**src/rtl/imem_loader_pkg.sv**
```systemverilog
// Shared control-encoding definitions: MIPS opcodes used by the main control
// decoder, the loader's instruction-class codes, error codes and FSM states.
package imem_loader_pkg;

    // Primary opcode field values (bits 31:26), shared with the control decoder
    localparam logic [5:0] OP_RTYPE = 6'b000000;
    localparam logic [5:0] OP_LW    = 6'b100011;
    localparam logic [5:0] OP_SW    = 6'b101011;
    localparam logic [5:0] OP_BEQ   = 6'b000100;
    localparam logic [5:0] OP_J     = 6'b000010;

    // Instruction class codes presented on in_kind; 5..7 are illegal
    localparam logic [2:0] KIND_R   = 3'd0;
    localparam logic [2:0] KIND_LW  = 3'd1;
    localparam logic [2:0] KIND_SW  = 3'd2;
    localparam logic [2:0] KIND_BEQ = 3'd3;
    localparam logic [2:0] KIND_J   = 3'd4;

    // Sticky error codes
    localparam logic [1:0] ERR_NONE     = 2'b00;
    localparam logic [1:0] ERR_ILLEGAL  = 2'b01;
    localparam logic [1:0] ERR_OVERFLOW = 2'b10;

    // Loader FSM states
    typedef enum logic [1:0] {
        ST_LOAD  = 2'd0,
        ST_WRITE = 2'd1,
        ST_DONE  = 2'd2,
        ST_FAULT = 2'd3
    } state_e;

    // I-type word: opcode, rs, rt, 16-bit immediate
    function automatic logic [31:0] itype(input logic [5:0]  op,
                                          input logic [4:0]  rs,
                                          input logic [4:0]  rt,
                                          input logic [15:0] imm);
        return {op, rs, rt, imm};
    endfunction

endpackage

```
**src/rtl/imem_loader_instr_encode.sv**
```systemverilog
// Combinational encoder: symbolic instruction class plus fields to a 32-bit
// MIPS word. Fields not used by a class are ignored; illegal classes raise a
// flag and produce an all-zero word.
module instr_encode
    import imem_loader_pkg::*;
(
    input  logic [2:0]  kind,
    input  logic [4:0]  rs,
    input  logic [4:0]  rt,
    input  logic [4:0]  rd,
    input  logic [4:0]  shamt,
    input  logic [5:0]  funct,
    input  logic [15:0] imm,
    input  logic [25:0] target,
    output logic [31:0] word,
    output logic        illegal
);

    // Select the instruction format from the class code
    always_comb begin
        word    = 32'h0;
        illegal = 1'b0;
        case (kind)
            KIND_R:   word = {OP_RTYPE, rs, rt, rd, shamt, funct};
            KIND_LW:  word = itype(OP_LW,  rs, rt, imm);
            KIND_SW:  word = itype(OP_SW,  rs, rt, imm);
            KIND_BEQ: word = itype(OP_BEQ, rs, rt, imm);
            KIND_J:   word = {OP_J, target};
            default:  illegal = 1'b1;
        endcase
    end

endmodule

```
**src/rtl/imem_loader.sv**
```systemverilog
// Boot-time instruction loader: accepts symbolic instructions over a
// valid/ready stream, encodes them, writes them sequentially into instruction
// memory and holds the CPU in reset until the whole program is loaded.
module imem_loader
    import imem_loader_pkg::*;
#(
    parameter int ADDR_W = 10
) (
    input  logic              clk,
    input  logic              rst,
    input  logic              in_valid,
    output logic              in_ready,
    input  logic [2:0]        in_kind,
    input  logic [4:0]        in_rs,
    input  logic [4:0]        in_rt,
    input  logic [4:0]        in_rd,
    input  logic [4:0]        in_shamt,
    input  logic [5:0]        in_funct,
    input  logic [15:0]       in_imm,
    input  logic [25:0]       in_target,
    input  logic              in_last,
    output logic              imem_we,
    output logic [ADDR_W-1:0] imem_addr,
    output logic [31:0]       imem_wdata,
    output logic [ADDR_W:0]   count,
    output logic              cpu_hold,
    output logic              done,
    output logic [1:0]        err
);

    // Highest word address; reaching it without a last marker is an overflow
    localparam logic [ADDR_W-1:0] PTR_MAX = {ADDR_W{1'b1}};

    state_e              state_q, state_d;
    logic [ADDR_W-1:0]   ptr_q,   ptr_d;
    logic [ADDR_W:0]     count_q, count_d;
    logic [ADDR_W-1:0]   addr_q,  addr_d;
    logic [31:0]         wdata_q, wdata_d;
    logic                last_q,  last_d;
    logic [1:0]          err_q,   err_d;

    logic [31:0]         enc_word;
    logic                enc_illegal;

    instr_encode u_encode (
        .kind    (in_kind),
        .rs      (in_rs),
        .rt      (in_rt),
        .rd      (in_rd),
        .shamt   (in_shamt),
        .funct   (in_funct),
        .imm     (in_imm),
        .target  (in_target),
        .word    (enc_word),
        .illegal (enc_illegal)
    );

    // Next-state logic: latch on handshake, commit the write, decide the exit
    always_comb begin
        state_d = state_q;
        ptr_d   = ptr_q;
        count_d = count_q;
        addr_d  = addr_q;
        wdata_d = wdata_q;
        last_d  = last_q;
        err_d   = err_q;
        case (state_q)
            ST_LOAD: begin
                if (in_valid) begin
                    if (enc_illegal) begin
                        state_d = ST_FAULT;
                        err_d   = ERR_ILLEGAL;
                    end else begin
                        state_d = ST_WRITE;
                        addr_d  = ptr_q;
                        wdata_d = enc_word;
                        last_d  = in_last;
                    end
                end
            end
            ST_WRITE: begin
                count_d = count_q + 1'b1;
                // The pointer stops at the top address instead of wrapping
                if (ptr_q != PTR_MAX) begin
                    ptr_d = ptr_q + 1'b1;
                end
                if (last_q) begin
                    state_d = ST_DONE;
                end else if (ptr_q == PTR_MAX) begin
                    state_d = ST_FAULT;
                    err_d   = ERR_OVERFLOW;
                end else begin
                    state_d = ST_LOAD;
                end
            end
            default: begin
                state_d = state_q;
            end
        endcase
    end

    // State and output registers with synchronous reset
    always_ff @(posedge clk) begin
        if (rst) begin
            state_q <= ST_LOAD;
            ptr_q   <= '0;
            count_q <= '0;
            addr_q  <= '0;
            wdata_q <= '0;
            last_q  <= 1'b0;
            err_q   <= ERR_NONE;
        end else begin
            state_q <= state_d;
            ptr_q   <= ptr_d;
            count_q <= count_d;
            addr_q  <= addr_d;
            wdata_q <= wdata_d;
            last_q  <= last_d;
            err_q   <= err_d;
        end
    end

    // Outputs decoded from state; rst forces the reset values in the same cycle
    always_comb begin
        in_ready   = !rst && (state_q == ST_LOAD);
        imem_we    = !rst && (state_q == ST_WRITE);
        imem_addr  = rst ? '0    : addr_q;
        imem_wdata = rst ? 32'h0 : wdata_q;
        count      = rst ? '0    : count_q;
        done       = !rst && (state_q == ST_DONE);
        cpu_hold   = !done;
        err        = rst ? ERR_NONE : err_q;
    end

endmodule
```
**config.mk**
```make
export PLATFORM = sky130hd
export DESIGN_NAME = imem_loader
export DESIGN_NICKNAME = d
export VERILOG_FILES = /design/src/rtl/imem_loader_pkg.sv /design/src/rtl/imem_loader_instr_encode.sv /design/src/rtl/imem_loader.sv
export SDC_FILE = /design/constraint.sdc
export NUM_CORES = 1
export LEC_CHECK = 0
export CAP_MARGIN = 20
export CORE_ASPECT_RATIO = 1.4
export CORE_MARGIN = 5
export CORE_UTILIZATION = 35
export CTS_CLUSTER_DIAMETER = 60
export DETAILED_ROUTE_END_ITERATION = 10
export GPL_ROUTABILITY_DRIVEN = 0
export PLACE_DENSITY = 0.77
export SYNTH_ARGS = -nofsm -noshare
export SYNTH_HDL_FRONTEND = slang
export SYNTH_SLANG_ARGS = --single-unit
```
**constraint.sdc**
```tcl
create_clock -name clk -period 1.7 [get_ports clk]
set_input_delay 0.255 -clock clk [delete_from_list [all_inputs] [get_ports clk]]
set_output_delay 0.255 -clock clk [all_outputs]
set_load 0.01 [all_outputs]
```
# ---- After elaboration in Yosys (flattened, before gate mapping)
# Cells that the tools add are included.
dict set report word_totals {
  wordCells 49
  register_bits 68
  out_inout_bits 59
  input_bits 75
}
dict set report classes {
  addsub 2
  mux 15
  n_eq_ne 12
  n_reduce_logical 13
}
# operator n
set op_table {}
lappend op_table {{32-bit case mux with 5 select lines} 1}
lappend op_table {{32-bit 2-to-1 mux} 1}
lappend op_table {{2-bit 2-to-1 mux} 9}
lappend op_table {{11-bit by 1-bit adder with 11-bit output, second input constant} 1}
lappend op_table {{11-bit 2-to-1 mux} 1}
lappend op_table {{10-bit by 1-bit adder with 10-bit output, second input constant} 1}
lappend op_table {{10-bit equality test, second input constant} 1}
lappend op_table {{10-bit 2-to-1 mux} 1}
lappend op_table {{10-bit inequality test, second input constant} 1}
lappend op_table {{2-bit inequality test, second input constant} 4}
lappend op_table {{2-bit case mux with 2 select lines} 2}
lappend op_table {{3-bit by 2-bit equality test with 1-bit output, second input constant} 2}
lappend op_table {{5-bit AND reduction} 1}
lappend op_table {{5-bit OR reduction} 1}
lappend op_table {{2-bit AND reduction} 2}
lappend op_table {{3-bit by 1-bit equality test with 1-bit output, second input constant} 1}
lappend op_table {{3-bit equality test, second input constant} 1}
lappend op_table {{1-bit logical AND} 3}
lappend op_table {{3-bit logical NOT} 1}
lappend op_table {{3-bit AND reduction} 1}
lappend op_table {{2-bit by 1-bit equality test with 1-bit output, second input constant} 1}
lappend op_table {{2-bit equality test, second input constant} 1}
lappend op_table {{1-bit logical NOT} 2}
lappend op_table {{2-bit logical NOT} 1}
lappend op_table {{2-bit nonzero test} 1}

# ---- Longest topological paths before layout
# Gate-level depths: netlist of run 1.
dict set report logic_depth {
  word_depth 5
  ltp_mapped 7
  depth_no_buf 5
}

# ---- By module
# From an unflattened synthesis of run 1, not the netlist that was laid out.
dict set report hier_totals {
  cells_unflattened 480
  hier_area_um2 3779.9
}
# mod area_per_inst_um2 seq_area_each_um2 cells_per_inst n_inst
set by_module_without_submodules {}
lappend by_module_without_submodules {imem_loader 3089.2 1361.3 382 1}
lappend by_module_without_submodules {instr_encode 690.7 0.0 98 1}

# ---- Worst setup path after synthesis of run 1
# No wires, ideal clock.
dict set report synth_timing {
  kind {register to register}
  start {register state_q[1]}
  end {register wdata_q[10]}
  arrival_time_ns 1.467
  stages_incl_launch_ff 7
  path_slack_ns 0.087
  path_buffers 3
  period_less_slack_ns 1.613
  required_time_ns 1.554
  setup_time_ns 0.146
  cell_sequence {dfxtp_1 -> buf_6 -> or3b_1 -> clkbuf_2 -> a21oi_4 -> buf_4 -> a211oi_2}
}
dict set report synth_via {
  elab_chain_len 2
}
# item line_no
set synth_rtl {}
lappend synth_rtl {{from (decl)} imem_loader.sv:34} ;# state_e state_q, state_d;
lappend synth_rtl {{from (signal assigned)} imem_loader.sv:113} ;# state_q <= state_d;
lappend synth_rtl {{2-bit logical NOT} imem_loader.sv:67} ;# case (state_q)
lappend synth_rtl {{3-bit AND reduction (no source line)} --}
lappend synth_rtl {{to (signal assigned)} imem_loader.sv:117} ;# wdata_q <= wdata_d;
lappend synth_rtl {{to (decl)} imem_loader.sv:38} ;# logic [31:0] wdata_q, wdata_d;
# Every way passes these cells.
# A chain may end at the register's enable or synchronous reset.

# ---- Worst setup path after layout of run 1
dict set report layout_timing {
  start {register ptr_q[1]}
  end {register err_q[0]}
}
dict set report layout_via {
  elab_chain_len 3
}
# item line_no
set layout_rtl {}
lappend layout_rtl {{from (decl)} imem_loader.sv:35} ;# logic [ADDR_W-1:0] ptr_q, ptr_d;
lappend layout_rtl {{from (signal assigned)} imem_loader.sv:114} ;# ptr_q <= ptr_d;
lappend layout_rtl {{10-bit equality test} imem_loader.sv:89} ;# end else if (ptr_q == PTR_MAX) begin
lappend layout_rtl {{2-bit inequality test (no source line)} --}
lappend layout_rtl {{5-bit AND reduction (no source line)} --}
lappend layout_rtl {{to (signal assigned)} imem_loader.sv:119} ;# err_q <= err_d;
lappend layout_rtl {{to (decl)} imem_loader.sv:40} ;# logic [1:0] err_q, err_d;
# Every way passes these cells.

==> results of run 1 <==
where the power goes:
| part | switching [uW] | leakage [uW] | internal, uW |
|---|---|---|---|
| combinational | 352 | 0.00147 | 473 |
| clock | 618 | 0.000138 | 1130 |
| sequential | 45.1 | 0.000540 | 1630 |
critical path, delay by kind of cell (launching register included):
kind                       cells  cell delay (ps)
and+or+nand+nor                3              730
DFF                            1              400
adders and majority gates      1              250
AOI/OAI and AO/OA              1              150
per-stage QoR:
step,TNS (ps),hold WS (ps),cells,utilization,power (uW)
CTS,0,321,692,0.549,4290
detailed placement,-7340,443,676,0.520,2520
floorplan,0,391,408,-,2120
finish,0,327,695,0.558,4250
global route,-115,337,695,0.558,4470
global placement,-6320,437,676,0.520,2500
per-layer routing:
layer,share of wire,track usage
met4,0.012,0.0553
met1,0.38,0.173
met2,0.53,0.298
met3,0.078,0.0489
met5,0,0
placed cells by master (no fill, tap or decap), types with 4 or more instances in the layout:
cell	n
nand4_1	6
and2_1	4
nor3_1	16
a211oi_2	13
clkbuf_16	10
nor2b_1	54
a21oi_1	22
a211oi_1	5
inv_1	4
dfxtp_1	60
nand2_1	37
xor2_1	9
a22oi_1	17
mux2_2	16
buf_4	31
dlymetal6s2s_1	12
xnor2_1	4
nor2_1	49
buf_12	6
dfxtp_2	5
dlygate4sd2_1	4
o21ai_0	4
clkdlybuf4s50_1	115
a221oi_1	10
clkbuf_1	4
flip-flops by register name, indices dropped and copies added (netlist names):
name and count:
addr_q 10, count_q 11, err_q 2, last_q 1
ptr_q 10, state_q 2, wdata_q 30
cell families after synthesis:
group	after synthesis
XOR/XNOR	13
adder cells (fa/ha/maj)	2
multiplexers	18
flip-flops	66
other	1
AND/OR/NAND/NOR	187
AO/OA/AOI/OAI	83
buffers and inverters	38
final cells by class:
| cell class | count | area, um2 |
|---|---|---|
| fill | 873 | 4330 |
| multi-input combinational | 304 | 1950 |
| timing repair buffer | 169 | 1710 |
| sequential | 66 | 1330 |
| clock buffer | 13 | 240 |
| tap | 135 | 169 |
| clock inverter | 3 | 40.0 |
| inverter | 5 | 18.8 |
how the worst max path moves through the flow:
| stage | from | to | cells after the start |
|---|---|---|---|
| 3_5_place_dp | in_kind[0] | wdata_q[4] | 6 |
| 5_1_grt | ptr_q[1] | ptr_q[1] | 5 |
| 3_3_place_gp | in_kind[0] | wdata_q[6] | 6 |
| 4_1_cts | ptr_q[1] | ptr_q[1] | 5 |
| 2_1_floorplan | state_q[1] | wdata_q[10] | 6 |
| 6_report | ptr_q[1] | err_q[0] | 5 |
timing repair:
action / 4_1_cts / 5_1_grt
pin swaps: 0 / 3
setup buffers: 0 / 2
cloned: 0 / 1
gates resized for setup: 8 / 18
endpoints found under the setup margin: 6 / 29
hold buffers: 0 / 0
==> reports/results.ini, run 1 <==
[timing]
setup_viol=0
clock.fmax_ghz=0.608
slew_violations=0
skew_ps=8.79
fin_crit_ps=1650
final_hold_viol_count=0
rsz0062_at_grt=true
fin_ws_ps=53.9
period_share=0.968

[setup_path]
timing.rr.start=ptr_q[1]
reg2reg_depth=5
worst_setup_path_start_kind=register
slowest_delay_ps=400
crit_chain=ha_1, nand4_1, nor4_1, nand2_1, o2bb2ai_1
critPathArrivalTime_ps=1850
crit_fanout=5
endpoint_kind=register
worstSetupPathType=register to register
ff2ff_setup_slack_ps=50
r2r-end=err_q[0]
required_ps=1910
cp_slowest_cell=dfxtp_1

[die]
fp.dieW_um=94.0
coreArea_mm2=0.00979
pin_count=134
start_util=0.353
row_count=43
die-area_mm2=0.0120
fp.dieH_um=128

[routing]
drt_iter0_drc=126
dr.pass1.iters=5
detail-route-antenna-nets=0
wire_per_inst_um=14.5
vias_per_cell=4.98
vias=3459
drt-total-wl_um=10100
drc=0

[clock_tree]
cts_max_level=3
cts.path.max_buffers=2
cts_sinks=66
path_clk_slew_ps=60
clockRootBuffer=clkbuf_16
clock_latency_ps=320
cts_buffers=9
cts_tree=done

[flow_run]
maxCapViolCount=0

[global_route]
grt_use_total=0.162
first_global_vias=3463
grt_first_pass_wirelength_um=15800
grt_overflow_total=0
grt_max_degree=35
antenna_found_initial=0

[pwr]
p_leak_uw=0.00214
power_density_mw_per_mm2=778
ir_drop_mv=0.493

[yosys]
yosysTopAreaCell=dfxtp_1
synth_nets=485
async_flop_share=0
post-synth-top-count-cell=dfxtp_1
synth-simple-area-share=0.273
synth_xor_area_frac=0.0329
synth_warnings=0
yosysTopAreaCellShare=0.382
syn_avg_cell_area_um2=8.48
synth-edff-count=0
syn_area_mm2=0.00346
synth_top_family_by_area=simple AND/OR/NAND/NOR gates
synth_compound_area_frac=0.188
seq_area_frac_synth=0.382
synth_area_leaders=dfxtp_1 (38%), nor2b_1 (9.8%), nor2_1 (5.4%)
synth_cells=408
synth_flop_cell=dfxtp_1
synth_cell_type_count=49
synth_mux_area_frac=0.0579
synth_common_cells=dfxtp_1 (66), nor2b_1 (54), nor2_1 (50)
synthAdderAreaFrac=0.00723
ys_ff_latch=66

[finish]
antenna_cells=0
nets=632
postLayoutCellArea_mm2=0.00546
final_layout_size_suffix_gt1_frac=0.166
syn_to_final_growth_pct=57.9

[placed_design]
place_area_mm2=0.00510
hpwlAfterDp_um=7490
numPortBuffers=132
pre_cts_ws_ps=-286

[worst_hold_path]
hp-start=rst
whs_path_depth=2
hold_path_class=input port to register
hold_path_end=count_q[10]

[run_status]
status=complete, no violations

Note: power is estimated with default switching activity, not from simulation.
==> run 2: changes to the inputs <==
PLACE_DENSITY = 0.74   (was 0.77)
TNS_END_PERCENT = 50   (was not set)
clock period = 2.11 ns   (was 1.7 ns; I/O delays follow)
==> reports/results.ini, run 2 (synthesis gave the netlist of run 1 again) <==
[clock_tree]
cts.path.max_buffers=2  ; unchanged
cts_tree=done
path_clk_slew_ps=50  ; about the same
clock_latency_ps=320  ; about the same
cts_buffers=9  ; unchanged
clockRootBuffer=clkbuf_16
cts_max_level=3  ; unchanged
hold_buffers=0  ; unchanged
cts_resized=0  ; -8
cts_sinks=66  ; unchanged
postCtsSetupBuffers=0  ; unchanged

[routing]
met3WireLength_um=755  ; -4.2%
dr.pass1.iters=6  ; +1
drt_iter0_drc=117  ; -7.1%
wire_per_inst_um=14.0  ; -3.4%
vias_per_cell=4.90  ; -1.6%
wl_met2_um=4910  ; -8.9%
drt-total-wl_um=9580  ; -5.1%
m1WireLength_um=3790  ; -0.13%
routed.top_layer=met4
vias=3345  ; -3.3%
drc=0  ; unchanged
detail-route-antenna-nets=0  ; unchanged

[timing]
fin_crit_ps=1930
setup_viol=0  ; unchanged
clock.fmax_ghz=0.519
skew_ps=8.44  ; -0.347 ps
finalSetupTns_ps=0  ; unchanged
holdWs_ps=407  ; +79.8 ps
slew_violations=0  ; unchanged
rsz0062_at_grt=false
final_hold_viol_count=0  ; unchanged
period_share=0.912

[global_route]
grt_overflow_total=0  ; unchanged
grt_max_degree=32  ; -8.6%
grt_first_pass_wirelength_um=15300  ; -2.9%
grt_use_total=0.159  ; -0.00281
first_global_vias=3371  ; -2.7%
antenna_found_initial=0  ; unchanged

[setup_path]
crit_chain=nand2b_1, nor2_1, clkdlybuf4s50_1
reg2reg_depth=5  ; unchanged
required_ps=1790  ; -120 ps
r2r-end=ptr_q[1]
slowest_delay_ps=540  ; +140 ps
timing.rr.start=ptr_q[0]
ff2ff_setup_slack_ps=440  ; +390 ps
critPathArrivalTime_ps=1610  ; -240 ps
cp_slowest_cell=clkdlybuf4s50_1
crit_fanout=11  ; +6
endpoint_kind=output port
worstSetupPathType=register to output port
crit_start=state_q[1]
worst_setup_path_start_kind=register

[die]
fp.dieH_um=128  ; unchanged
die-area_mm2=0.0120  ; unchanged
row_count=43  ; unchanged
fp.dieW_um=94.0  ; unchanged
pin_count=134  ; unchanged
coreArea_mm2=0.00979  ; unchanged
start_util=0.353  ; unchanged

[run_status]
status=complete, no violations

[pwr]
power.total_uw=3470  ; -18%
ir_drop_mv=0.376  ; -24%
p_leak_uw=0.00186  ; -13%
power_density_mw_per_mm2=653  ; -16%

[flow_run]
maxCapViolCount=0  ; unchanged

[finish]
final_common_cell=clkdlybuf4s50_1
antenna_cells=0  ; unchanged
final_layout_size_suffix_gt1_frac=0.139  ; -0.0274
layout_common_cells=clkdlybuf4s50_1 (131), dfxtp_1 (65), nor2b_1 (54), nor2_1 (50), nand2_1 (37)
largest_register_ffs=30  ; unchanged
largest_register=wdata_q
top_regs=wdata_q: 30 flops, count_q: 11 flops
syn_to_final_growth_pct=53.5
nets=620  ; -1.9%

[worst_hold_path]
hp-start=rst
hold_path_end=count_q[0]
whs_path_depth=2  ; unchanged
hold_path_class=input port to register

[placed_design]
numPortBuffers=132  ; unchanged
hpwlAfterDp_um=7300  ; -2.6%

-- run 2: metrics by stage --
stage | worst slack (ps) | area [um2] | util | std cells
2_1_floorplan | 497 | 3460 | - | 408
3_3_place_gp | 152 | 5000 | 0.511 | 667
3_5_place_dp | 126 | 5000 | 0.511 | 667
4_1_cts | 103 | 5310 | 0.542 | 683
5_1_grt | 69.7 | 5310 | 0.542 | 683
6_report | 185 | 5310 | 0.542 | 683
-- run 2: worst max-delay path by stage --
| stage | end | slack (ps) | cells past startpoint |
|---|---|---|---|
| finish | imem_we | 180 | 3 |
| detailed placement | wdata_q[14] | 130 | 6 |
| global placement | wdata_q[0] | 150 | 6 |
| floorplan | wdata_q[10] | 500 | 6 |
| global route | imem_we | 70 | 3 |
| CTS | imem_we | 100 | 3 |
-- run 2: cell type report --
cell class / instances / area, um2
Timing Repair Buffer: 157 / 1560
Multi-Input combinational cell: 304 / 1940
Sequential cell: 66 / 1320
Fill cell: 918 / 4480
Clock buffer: 12 / 256
Inverter: 5 / 18.8
Tap cell: 135 / 169
Clock inverter: 4 / 50.0
-- run 2: power breakdown --
group	leakage [uW]	switching [uW]	total (uW)	internal, uW
sequential	0.000538	40.4	1350	1310
combinational	0.00118	268	629	360
clock	0.000145	514	1490	975
total	0.00186	822	3470	2650
-- run 2: metal layers --
metal  track usage  up-vias
li1              -     1690
met1         0.168     1532
met2         0.289      110
met3        0.0459       13
met4        0.0689        0
met5             0        -
-- run 2: worst max-delay path: cells and delay by family, from the launching register on --
| family | cells | cell delay [ps] |
|---|---|---|
| buffers and inverters | 1 | 540 |
| DFF | 1 | 400 |
| and+or+nand+nor | 2 | 340 |
==> variant 1: new RTL, config.mk and constraints of run 1 <==
The parameter `ADDR_W` goes from 10 to 9.
--- a/src/rtl/imem_loader.sv
+++ b/src/rtl/imem_loader.sv
@@ -4,7 +4,7 @@
 module imem_loader
     import imem_loader_pkg::*;
 #(
-    parameter int ADDR_W = 10
+    parameter int ADDR_W = 9
 ) (
     input  logic              clk,
     input  logic              rst,
Ports: changed (resized count and imem_addr); port bits go from 134 to 132. No check against the original RTL was run, so the function may have changed too.
==> variant 1 against run 1 <==
  * The run now ends with negative setup slack left
  * Final cell count up 4.2%
  * Hold slack better by 0.050 ns
  * First-iteration DRC count up 27%
  * Critical path depth up 2
  * Design area up 5.9%
  * Non-clock buffer count up 3
  * Sequential cell count down 3
  * Power up 7.8%
  * Setup slack worse by 0.063 ns
  * Area after synthesis up 6.5%
  * Wire length up 7.7%
==> variant 1: results (changes against run 1) <==
| Metric | Value |
|---|---|
| Synthesized net count | `522 (+7.6%)` |
| DP Worst Slack | `-0.2288 ns (+0.05738 ns)` |
| Total Nets Final | `659 (+4.3%)` |
| Synthesis Warnings | `0 (unchanged)` |
| Pin count of the biggest net entering global routing | `37 (+5.7%)` |
| Iteration-0 DRC Markers | `160 (+27%)` |
| Worst setup margin | `-0.009422 ns (-0.06333 ns)` |
| Post-Synth XOR/XNOR Area | `1.188% (-2.1 points)` |
| Post-synthesis adder-cell area fraction | `1.019% (+0.30 points)` |
| Vias in the first global route | `3876 (+12%)` |
| Top Registers | `wdata_q (30), count_q (10)` |
| Setup_tns | `-0.009422 ns (-0.009422 ns)` |
| GR Util All Layers | `16.66% (+0.47 points)` |
| Vias per inst | `5.184 (+4.2%)` |
| Metal3 WL | `607 um (-23%)` |
| Max Clock Skew | `0.006168 ns (-0.002620 ns)` |
| Diodes inserted | `0 (unchanged)` |
| Peak supply drop | `0.5256 mV (+6.5%)` |
| Wl on met1 | `4170 um (+9.9%)` |
| Placement-stage cell area | `5329 um2 (+4.6%)` |
| Number of distinct library cells after synthesis | `46 (-6.1%)` |
| Slowest Stage Delay on Critical Path | `0.51 ns (+0.11 ns)` |
| Routed WL per cell | `15.02 um (+3.4%)` |
| DR pass1 iterations | `4 (-1)` |
| Most area-consuming cells after synthesis | `dfxtp_1, nor2b_1, a21oi_1` |
| Post-Synthesis Cells | `444 (+8.8%)` |
| Share of cells above drive strength 1 | `17.24% (+0.63 points)` |
| DP HPWL | `8060 um (+7.6%)` |
| Fillers | `927 (+6.2%)` |
| Met2 wire length | `5862 um (+8.7%)` |
| CTS Root Cell | `clkbuf_16` |
| Mux contribution to synthesized area | `1.528% (-4.3 points)` |
| Status | `complete, but fails checks` |
| Top cells by count, synth | `dfxtp_1, a21oi_1, nor2b_1` |
| Final wirelength | `10870 um (+7.7%)` |
| Leak Pwr | `2.298 nW (+7.2%)` |
| Failing checks | `negative setup slack` |
| Placed insts | `704 (+4.1%)` |
| Final setup viols | `1 (+1)` |
| CP max-delay cell | `or4_4` |
variant 1: cell count changes in the layout (fill, tap and decap cells not counted), sizes merged, moves of 10 or more:
cell    before  now
a22oi       17    0
a221oi      10    0
nand3        3   14
mux2        16    5
a21o         0   16
o21ai        4   40
a21oi       23   61
a311oi       1   16
or3b         1   17
nor2        52   16
nand2       37   27
nor3        16    3
variant 1: final timing paths:
check | cells after the start | slack (ns) | endpoint | startpoint
setup / recovery | 7 | -0.009 | ptr_q[7] | ptr_q[1]
hold / removal | 3 | 0.38 | wdata_q[8] | rst
setup reg to reg | 7 | -0.009 | ptr_q[7] | ptr_q[1]
hold reg to reg | 2 | 0.48 | addr_q[5] | addr_q[5]
variant 1: layout make-up:
class / count / area [um2] / share of cell area, %
timing repair buffer: 172 / 1742 / 30.11
multi-input combinational: 330 / 2243 / 38.78
clock buffer: 10 / 229.0 / 3.958
inverter: 5 / 18.77 / 0.3245
tap: 138 / 172.7 / 2.985
clock inverter: 6 / 108.9 / 1.882
sequential: 63 / 1270 / 21.96
variant 1: repair_timing:
item,4_1_cts,5_1_grt
pin swaps,2,6
resized for setup,6,31
buffers inserted,1,3
endpoints found under the hold margin,0,0
endpoints found under the setup margin,7,29
variant 1: routing by layer:
| layer | vias up | track usage [%] |
|---|---|---|
| met5 | - | 0 |
| met4 | 0 | 7.963 |
| met3 | 17 | 4.083 |
| met2 | 126 | 31.03 |
| met1 | 1757 | 17.24 |
| li1 | 1853 | - |
variant 1: power breakdown:
part	internal (W)	switching, W	leakage (nW)
logic	0.000490	0.000402	1.62
clock network	0.00143	0.000660	0.166
registers	0.00156	0.0000436	0.516
total	0.00347	0.00111	2.30
variant 1: tightest hold or removal path: stages:
cell	delay, ns
buf_4	0.16
buf_12	0.19
a311oi_2	0.05
==> variant 2: new RTL, flow settings as in run 1 <==
Made on the original files. Re-encode `state_e` (4 states) as one-hot, 4 bits wide.
--- a/src/rtl/imem_loader_pkg.sv
+++ b/src/rtl/imem_loader_pkg.sv
@@ -22,11 +22,11 @@
     localparam logic [1:0] ERR_OVERFLOW = 2'b10;
 
     // Loader FSM states
-    typedef enum logic [1:0] {
-        ST_LOAD  = 2'd0,
-        ST_WRITE = 2'd1,
-        ST_DONE  = 2'd2,
-        ST_FAULT = 2'd3
+    typedef enum logic [3:0] {
+        ST_LOAD  = 4'b0001,
+        ST_WRITE = 4'b0010,
+        ST_DONE  = 4'b0100,
+        ST_FAULT = 4'b1000
     } state_e;
 
     // I-type word: opcode, rs, rt, 16-bit immediate
Function: same outputs for any inputs over 4 cycles, from zero or initial values and one cycle with rst high; so few cycles prove little.
==> variant 2 against run 1 <==
  * The run now ends with negative setup slack left
  * Clock skew shrank 0.0038 ns
  * Area after synthesis grew 4.9%
  * Design area rose by 19%
  * Power up 20%
  * Via count grew 15%
  * Setup slack lost 0.25 ns
  * Wire length increased by 27%
  * Sequential cell count rose by 2
==> variant 2: results (changes against run 1) <==
| Metric | Value |
|---|---|
| Routed WL per cell | `16.65 um (+15%)` |
| FF+latch area | `1371 um2 (+3.0%)` |
| Non-CTS buffers | `204 (+21%)` |
| Top cells by count, synth | `nor2_1, dfxtp_1, nor2b_1` |
| Pin count of the biggest net entering global routing | `34 (-2.9%)` |
| Failing checks | `negative setup slack` |
| Final setup viols | `54 (+54)` |
| Clock Latency Late Sink | `0.34 ns (+0.02 ns)` |
| GR Util met1 | `19.06% (+1.8 points)` |
| Fillers | `790 (-9.5%)` |
| Arrival time at the worst endpoint | `2.13 ns (+0.28 ns)` |
| Clk cell area share | `4.454% (-0.68 points)` |
| # clk buffers | `12 (-1)` |
| DR pass1 iterations | `4 (-1)` |
| Nonclk inv count | `15 (+10)` |
| CP startpoint | `state_q[2]` |
| Number of distinct library cells after synthesis | `41 (-16%)` |
| Share of cells above drive strength 1 | `31.48% (+15 points)` |
| Worst setup margin | `-0.1929 ns (-0.2468 ns)` |
| Seq/Total Area, Yosys | `37.52% (-0.67 points)` |
| Iteration-0 DRC Markers | `164 (+30%)` |
| Placement-stage cell area | `5436 um2 (+6.7%)` |
| Multi-input combinational area share | `37.31% (+1.6 points)` |
| Vias in the first global route | `4101 (+18%)` |
| Synthesis-stage register bit count | `68 (+3.0%)` |
| Core footprint | `10240 um2 (+4.6%)` |
| DP Worst Slack | `-0.1812 ns (+0.1050 ns)` |
| Status | `complete, but fails checks` |
| DR vias | `3990 (+15%)` |
| Max Clock Skew | `0.004952 ns (-0.003837 ns)` |
| GR Util All Layers | `19.77% (+3.6 points)` |
| M2 GR Usage | `36.88% (+7.1 points)` |
| Placed insts | `731 (+8.1%)` |
| #MultiIn Comb | `326 (+7.2%)` |
| Post-route cell area | `6489 um2 (+19%)` |
| Setup_tns | `-5.555 ns (-5.555 ns)` |
| Synthesized net count | `521 (+7.4%)` |
| Total Nets Final | `701 (+11%)` |
| First-pass GRT wire length | `19200 um (+22%)` |
| Leak Pwr | `2.716 nW (+27%)` |
## variant 2: changes by cell type after synthesis, moves of 11 or more
| cell | delta |
|---|---|
| or3_1 | +13 |
| o21ai_0 | +12 |
| inv_1 | +11 |
| nor2_1 | +23 |
| a311oi_1 | +15 |
| nand3_1 | +22 |
| a22oi_1 | -17 |
## variant 2: repair_timing
action | CTS | global route
pin swaps | 34 | 22
resized for setup | 79 | 63
gates cloned | 7 | 3
setup endpoints to repair | 69 | 78
setup buffers | 13 | 1
## variant 2: metal layers
metal,part of all wire (%),up-vias
met5,0,-
li1,-,1906
met2,55,137
met4,3.1,0
met1,34,1920
met3,7.0,27
## variant 2: worst paths after layout
kind | slack [ns] | endpoint | cells past startpoint
setup / recovery | -0.19 | wdata_q[6] | 7
hold / removal | 0.23 | last_q | 2
setup reg to reg | -0.19 | wdata_q[6] | 7
hold reg to reg | 0.47 | addr_q[8] | 2
## variant 2: kinds of logic (layout without fill, tap and decap cells)
kind of cell	after synthesis	in the layout	share of synthesized area, %
other	1	1	0.1033
flip-flops	68	68	37.52
adder cells (fa/ha/maj)	2	2	0.6895
AND/OR/NAND/NOR	216	216	29.79
XOR/XNOR	10	10	2.414
multiplexers	21	21	6.483
buffers and inverters	50	235	6.517
AO/OA/AOI/OAI	76	76	16.48
## variant 2: where the power goes
| part | switching (W) | internal, W | total, W |
|---|---|---|---|
| registers | 0.0000833 | 0.00172 | 0.00180 |
| logic | 0.000640 | 0.000833 | 0.00147 |
| clock network | 0.000706 | 0.00110 | 0.00180 |
| total | 0.00143 | 0.00365 | 0.00508 |
## variant 2: worst max-delay path: stages (launching register included)
cell	delay, ns
dfxtp_2	0.33
or4b_4	0.59
nor3_4	0.21
buf_6	0.13
buf_6	0.12
buf_16	0.14
nor2_2	0.05
a311oi_2	0.22
